==> src/rtl/inst_enc_pkg.sv <==
// Shared types, opcode constants and immediate range limits for the RV32I instruction encoder.
package inst_enc_pkg;

  localparam int unsigned INST_W  = 32;
  localparam int unsigned OPC_W   = 7;
  localparam int unsigned REG_W   = 5;
  localparam int unsigned F3_W    = 3;
  localparam int unsigned F7_W    = 7;
  localparam int unsigned FMT_W   = 3;
  localparam int unsigned ADDR_W  = 32;

  typedef enum logic [FMT_W-1:0] {
    FMT_R    = 3'd0,
    FMT_I    = 3'd1,
    FMT_S    = 3'd2,
    FMT_B    = 3'd3,
    FMT_U    = 3'd4,
    FMT_J    = 3'd5,
    FMT_SH   = 3'd6,
    FMT_RSVD = 3'd7
  } fmt_e;

  localparam logic [OPC_W-1:0] OP_LOAD   = 7'b0000011;
  localparam logic [OPC_W-1:0] OP_IMM    = 7'b0010011;
  localparam logic [OPC_W-1:0] OP_STORE  = 7'b0100011;
  localparam logic [OPC_W-1:0] OP_BRANCH = 7'b1100011;
  localparam logic [OPC_W-1:0] OP_LUI    = 7'b0110111;
  localparam logic [OPC_W-1:0] OP_AUIPC  = 7'b0010111;
  localparam logic [OPC_W-1:0] OP_JAL    = 7'b1101111;
  localparam logic [OPC_W-1:0] OP_JALR   = 7'b1100111;
  localparam logic [OPC_W-1:0] OP_REG    = 7'b0110011;

  localparam logic [INST_W-1:0] NOP_INST = 32'h0000_0013;

  localparam int IMM12_MIN = -2048;
  localparam int IMM12_MAX = 2047;
  localparam int IMM_B_MIN = -4096;
  localparam int IMM_B_MAX = 4094;
  localparam int IMM_J_MIN = -(1 << 20);
  localparam int IMM_J_MAX = (1 << 20) - 2;

  typedef struct packed {
    fmt_e              fmt;
    logic [OPC_W-1:0]  opcode;
    logic [REG_W-1:0]  rd;
    logic [REG_W-1:0]  rs1;
    logic [REG_W-1:0]  rs2;
    logic [F3_W-1:0]   funct3;
    logic [F7_W-1:0]   funct7;
    logic [INST_W-1:0] imm;
  } fields_t;

  // True when the immediate fits the target field of its format exactly.
  function automatic logic imm_ok(input fmt_e fmt, input logic [INST_W-1:0] imm);
    int   simm;
    logic ok;
    simm = int'($signed(imm));
    ok   = 1'b0;
    case (fmt)
      FMT_R:        ok = 1'b1;
      FMT_I, FMT_S: ok = (simm >= IMM12_MIN) && (simm <= IMM12_MAX);
      FMT_B:        ok = (simm >= IMM_B_MIN) && (simm <= IMM_B_MAX) && !imm[0];
      FMT_U:        ok = (imm[11:0] == 12'd0);
      FMT_J:        ok = (simm >= IMM_J_MIN) && (simm <= IMM_J_MAX) && !imm[0];
      FMT_SH:       ok = (imm[31:5] == 27'd0);
      default:      ok = 1'b0;
    endcase
    return ok;
  endfunction

endpackage

==> src/rtl/inst_enc_pack.sv <==
// Combinational field packer: scatters decoded fields into a 32-bit RV32I word.
module inst_enc_pack
  import inst_enc_pkg::*;
(
  input  fields_t            fields,
  output logic [INST_W-1:0]  inst_c
);

  always_comb begin
    inst_c = NOP_INST;
    case (fields.fmt)
      FMT_R:  inst_c = {fields.funct7, fields.rs2, fields.rs1, fields.funct3,
                        fields.rd, fields.opcode};
      FMT_I:  inst_c = {fields.imm[11:0], fields.rs1, fields.funct3,
                        fields.rd, fields.opcode};
      FMT_SH: inst_c = {fields.funct7, fields.imm[4:0], fields.rs1, fields.funct3,
                        fields.rd, fields.opcode};
      FMT_S:  inst_c = {fields.imm[11:5], fields.rs2, fields.rs1, fields.funct3,
                        fields.imm[4:0], fields.opcode};
      FMT_B:  inst_c = {fields.imm[12], fields.imm[10:5], fields.rs2, fields.rs1,
                        fields.funct3, fields.imm[4:1], fields.imm[11], fields.opcode};
      FMT_U:  inst_c = {fields.imm[31:12], fields.rd, fields.opcode};
      FMT_J:  inst_c = {fields.imm[20], fields.imm[10:1], fields.imm[11],
                        fields.imm[19:12], fields.rd, fields.opcode};
      default: inst_c = NOP_INST;
    endcase
  end

endmodule

==> src/rtl/inst_encoder.sv <==
// Two-stage RV32I instruction encoder with word-sequential address counter.
// Define INST_ENC_RANGE_CHK_EN to replace out-of-range words with a flagged NOP.
module inst_encoder
  import inst_enc_pkg::*;
#(
  parameter logic [ADDR_W-1:0] BASE_ADDR = 32'h0000_0000,
  parameter int unsigned       DEPTH     = 256
) (
  input  logic                clk,
  input  logic                rst_n,
  input  logic                in_valid,
  output logic                in_ready,
  input  logic [FMT_W-1:0]    in_fmt,
  input  logic [OPC_W-1:0]    in_opcode,
  input  logic [REG_W-1:0]    in_rd,
  input  logic [REG_W-1:0]    in_rs1,
  input  logic [REG_W-1:0]    in_rs2,
  input  logic [F3_W-1:0]     in_funct3,
  input  logic [F7_W-1:0]     in_funct7,
  input  logic [INST_W-1:0]   in_imm,
  output logic                out_valid,
  input  logic                out_ready,
  output logic [INST_W-1:0]   out_inst,
  output logic [ADDR_W-1:0]   out_addr,
  output logic                out_err
);

  localparam int unsigned      IDX_W    = (DEPTH > 1) ? $clog2(DEPTH) : 1;
  localparam logic [IDX_W-1:0] IDX_LAST = IDX_W'(DEPTH - 1);

  fields_t             s1_q, s1_d;
  logic                s1_valid_q, s1_valid_d;
  logic                s1_err_q, s1_err_d;
  logic                s2_valid_q, s2_valid_d;
  logic [INST_W-1:0]   s2_inst_q, s2_inst_d;
  logic                s2_err_q, s2_err_d;
  logic [IDX_W-1:0]    idx_q, idx_d;
  logic [ADDR_W-1:0]   addr_q, addr_d;
  logic [INST_W-1:0]   pack_inst;
  logic                s1_load, s2_load, emit;
  fields_t             in_fields;

  assign s2_load  = !s2_valid_q || out_ready;
  assign s1_load  = !s1_valid_q || s2_load;
  assign in_ready = s1_load;
  assign emit     = s2_valid_q && out_ready;

  assign in_fields = '{fmt: fmt_e'(in_fmt), opcode: in_opcode, rd: in_rd, rs1: in_rs1,
                       rs2: in_rs2, funct3: in_funct3, funct7: in_funct7, imm: in_imm};

  inst_enc_pack u_pack (
    .fields (s1_q),
    .inst_c (pack_inst)
  );

  always_comb begin
    s1_d       = s1_q;
    s1_valid_d = s1_valid_q;
    s1_err_d   = s1_err_q;
    s2_valid_d = s2_valid_q;
    s2_inst_d  = s2_inst_q;
    s2_err_d   = s2_err_q;
    idx_d      = idx_q;
    addr_d     = addr_q;

    if (s1_load) begin
      s1_valid_d = in_valid;
      if (in_valid) begin
        s1_d = in_fields;
`ifdef INST_ENC_RANGE_CHK_EN
        s1_err_d = !imm_ok(in_fields.fmt, in_imm);
`else
        s1_err_d = 1'b0;
`endif
      end
    end

    // Flagged words are forced to NOP so the loader never writes a truncated immediate.
    if (s2_load) begin
      s2_valid_d = s1_valid_q;
      if (s1_valid_q) begin
        s2_inst_d = s1_err_q ? NOP_INST : pack_inst;
        s2_err_d  = s1_err_q;
      end
    end

    if (emit) begin
      if (idx_q == IDX_LAST) begin
        idx_d  = '0;
        addr_d = BASE_ADDR;
      end else begin
        idx_d  = idx_q + IDX_W'(1);
        addr_d = addr_q + ADDR_W'(4);
      end
    end
  end

  always_ff @(posedge clk or negedge rst_n) begin
    if (!rst_n) begin
      s1_q       <= '0;
      s1_valid_q <= 1'b0;
      s1_err_q   <= 1'b0;
      s2_valid_q <= 1'b0;
      s2_inst_q  <= '0;
      s2_err_q   <= 1'b0;
      idx_q      <= '0;
      addr_q     <= BASE_ADDR;
    end else begin
      s1_q       <= s1_d;
      s1_valid_q <= s1_valid_d;
      s1_err_q   <= s1_err_d;
      s2_valid_q <= s2_valid_d;
      s2_inst_q  <= s2_inst_d;
      s2_err_q   <= s2_err_d;
      idx_q      <= idx_d;
      addr_q     <= addr_d;
    end
  end

  assign out_valid = s2_valid_q;
  assign out_inst  = s2_inst_q;
  assign out_addr  = addr_q;
  assign out_err   = s2_err_q;

endmodule

==> config.mk <==
export PLATFORM = sky130hd
export DESIGN_NAME = inst_encoder
export DESIGN_NICKNAME = d
export VERILOG_FILES = /design/src/rtl/inst_enc_pkg.sv /design/src/rtl/inst_enc_pack.sv /design/src/rtl/inst_encoder.sv
export SDC_FILE = /design/constraint.sdc
export NUM_CORES = 1
export LEC_CHECK = 0
export ABC_AREA = 1
export BUFFER_PORTS_ARGS = -buffer_cell sky130_fd_sc_hd__buf_2
export CAP_MARGIN = 15
export CORE_ASPECT_RATIO = 1.4
export CORE_MARGIN = 8
export CORE_UTILIZATION = 40
export DETAILED_ROUTE_END_ITERATION = 10
export PLACE_DENSITY = 0.58
export SKIP_LAST_GASP = 1
export SYNTH_ARGS = -nofsm -noshare
export SYNTH_HDL_FRONTEND = slang
export SYNTH_SLANG_ARGS = --single-unit
==> constraint.sdc <==
create_clock -name clk -period 2.56 [get_ports clk]
set_input_delay 0.128 -clock clk [delete_from_list [all_inputs] [get_ports clk]]
set_output_delay 0.128 -clock clk [all_outputs]
set_load 0.05 [all_outputs]
==> run metrics <==
status completed; via/cell ratio around 4.7; Die Area 20400 µm²; GRT Resource Usage Total 16.7%; Final ANT Viol Nets 0; clock buffer depth 2; layout cell share with drive strength beyond 1 24.2%; pin count of the biggest net entering global routing 58; critical path launch point type flip-flop; Final Max Tran Viols 0; RSZ-0062 raised after global routing no; largest cells by area after synthesis dfrtp_1 (54%), nand2_1 (11%), mux2_2 (6.0%); Ys Warns 0; gr ovfl total 0; worst-path maximum fanout 12; setup TNS 0 ns; I/O pin total 138; row cnt 55; clock sink total 139; vias in the first global route 5517; placed insts about 1000; final hold vios 0; TritonCTS Buffers 17; clock-pin slew on the worst setup and hold paths 0.06 ns; Cell Pwr Density approximately 990 nW/µm²; PortBufs 134; cell area after synthesis 6410 µm²; routed len/inst 14.5 µm; setup violators final 0; Critical Path Sink Type flip-flop; initial antenna violation count 1; final wirelength 16600 µm; CTS tree done; RD Place Congestion approximately 0.8; Avg Inst Size Synth 8.82 µm²; WP data arrival slightly above 2 ns; H-tree levels 4; Critical Path RT ~2.9 ns; top-count cell post-synth nand2_1; Worst Setup Slack, final 0.838 ns; Least-Margin Pin Slew 0.565 ns; Filler cells 1467; Achievable Freq 581 MHz; die width ~120 µm; Initial Utilization 40.2%; dpl cell area 7300 µm²; synth unique cells 35; synthesized netlist cell count 727; leakage dissipation 4.49 nW; clock skew roughly 0.011 ns; initial DRC count around 270; worst hold path type input port to flip-flop; register bit total from synthesis 139; maxcap violations 0; VDD IR-drop max 0.000916 V; first-pass GRT wire length 27300 µm; clock root buffer clkbuf_16; Setup CP Type flip-flop to flip-flop; ANT cells 0; Primary FF master, synth dfrtp_1; Layout area overhead 33.4%; DR vias 5380; Post-Place Setup Slack between 0.8 and 0.9 ns; Final period util 67.3%; fin nets between 1000 and 1500; clk_lat worst skew 0.41 ns; core area 16000 µm²; fin area 8560 µm²; Die Ht 166 µm; Rel. slew slack between 60% and 70%; area leader, netlist dfrtp_1; Final min period around 1.7 ns; top cells by count, synth nand2_1 (196), dfrtp_1 (139), nor2_1 (88), inv_1 (72), a21oi_1 (48); number of flops mapped to enable cells by yosys 0; Seq/Total Area, Yosys 54.2%; Post-route DRC 0; post-route insts no fill 1144; DRT Pass-1 Iters 4; Post-DP HPWL about 12000 µm; top cell type's share of synthesized area a little over half; asr flop ratio synth 100%; Total Power 0.00845 W
[critical path, cell delays in order (launching register included)]
cell	delay (ns)
dfrtp_1	0.48
inv_2	0.08
nand2_1	0.36
nor2_1	0.08
buf_4	0.21
nand2_1	0.07
nand3_1	0.07
o21ai_0	0.19
nand2_1	0.07
[sequential cells by signal, indices dropped and copies added (netlist names)]
name,count
idx_q,8
out_addr,30
out_inst,32
out_valid,1
s1_q,67
s1_valid_q,1
[cell families (layout without fill, tap and decap cells)]
| logic type | count (synthesis) | after routing | share of synthesized area (%) |
|---|---|---|---|
| buffers and inverters | 97 | 313 | 6.61 |
| AOI/OAI and AO/OA | 91 | 91 | 7.57 |
| muxes | 37 | 37 | 6.50 |
| adders and majority gates | 2 | 2 | 0.390 |
| other | 1 | 3 | 0.0585 |
| and+or+nand+nor | 356 | 356 | 24.1 |
| DFF | 139 | 139 | 54.2 |
| xor gates and xnor gates | 4 | 4 | 0.546 |
[path summary, 6_finish.rpt]
| kind | endpoint | startpoint | cells past startpoint | slack (ns) |
|---|---|---|---|---|
| setup / recovery | out_inst[20] | s1_q[65] | 8 | 0.84 |
| hold / removal | s1_q[15] | in_imm[15] | 3 | 0.006 |
| max in group asynchronous | out_inst[10] | rst_n | 3 | 1.49 |
| setup reg to reg | out_inst[20] | s1_q[65] | 8 | 0.84 |
| min in group asynchronous | out_addr[7] | rst_n | 2 | 0.25 |
| hold reg to reg | out_inst[17] | out_inst[17] | 2 | 0.48 |
[layer usage]
metal / track usage [%] / routed length [µm] / share of wire [%] / vias to the layer above
li1: - / - / - / 2725
met2: 29.1 / 8420 / 51 / 125
met1: 19.8 / 7010 / 42 / 2512
met5: 0 / 11 / 0.066 / -
met3: 4.29 / 975 / 5.9 / 16
met4: 4.36 / 171 / 1.0 / 2
[per-stage QoR]
stage / utilization [%] / hold slack, ns
after global routing: 53.6 / 0.0238
after floorplan: - / -0.168
final: 53.6 / 0.00553
after CTS: 53.6 / 0.00574
after detailed placement: 45.7 / 0.145
after global placement: 45.7 / 0.158
[what timing repair did]
item,CTS,global route
hold endpoints to repair,120,0
resized for setup,0,0
setup buffers,0,0
hold buffers,66,0
[layout make-up]
type,instances,area (µm²),share of cell area [%]
clock buffers,19,443,5.18
clock inverters,13,155,1.81
inverters,74,278,3.25
multi-input cells,493,2520,29.5
flip-flops and latches,139,3480,40.7
well taps,199,249,2.91
repair buffers,207,1430,16.7
[placed cells by master, fill, tap and decap left out, types with 2 or more instances in the layout]
cell,instances
buf_2,133
inv_6,7
nand3_2,2
nand3b_1,2
o211ai_1,3
o21ai_0,25
nor3b_1,5
nor2_1,88
nand2_4,4
and2_1,2
nor2_2,4
nor2_4,5
clkinvlp_4,3
bufinv_16,2
nand2_2,3
nor3_1,3
inv_1,72
nor2_8,2
nand3_1,40
buf_4,4
conb_1,3
dfrtp_1,139
inv_2,2
nand2_1,196
xor2_1,3
a21oi_1,48
clkbuf_16,17
ha_1,2
mux2_2,34
dlygate4sd3_1,66
buf_12,3
o22ai_1,11
mux2_1,3
[power by group]
| group | leakage [nW] | internal (W) | total (W) | switching, W |
|---|---|---|---|---|
| combinational | 2.58 | 0.000781 | 0.00289 | 0.00210 |
| clock | 0.284 | 0.00149 | 0.00251 | 0.00102 |
| sequential | 1.63 | 0.00270 | 0.00305 | 0.000355 |
(Power assumes the default switching activity.)
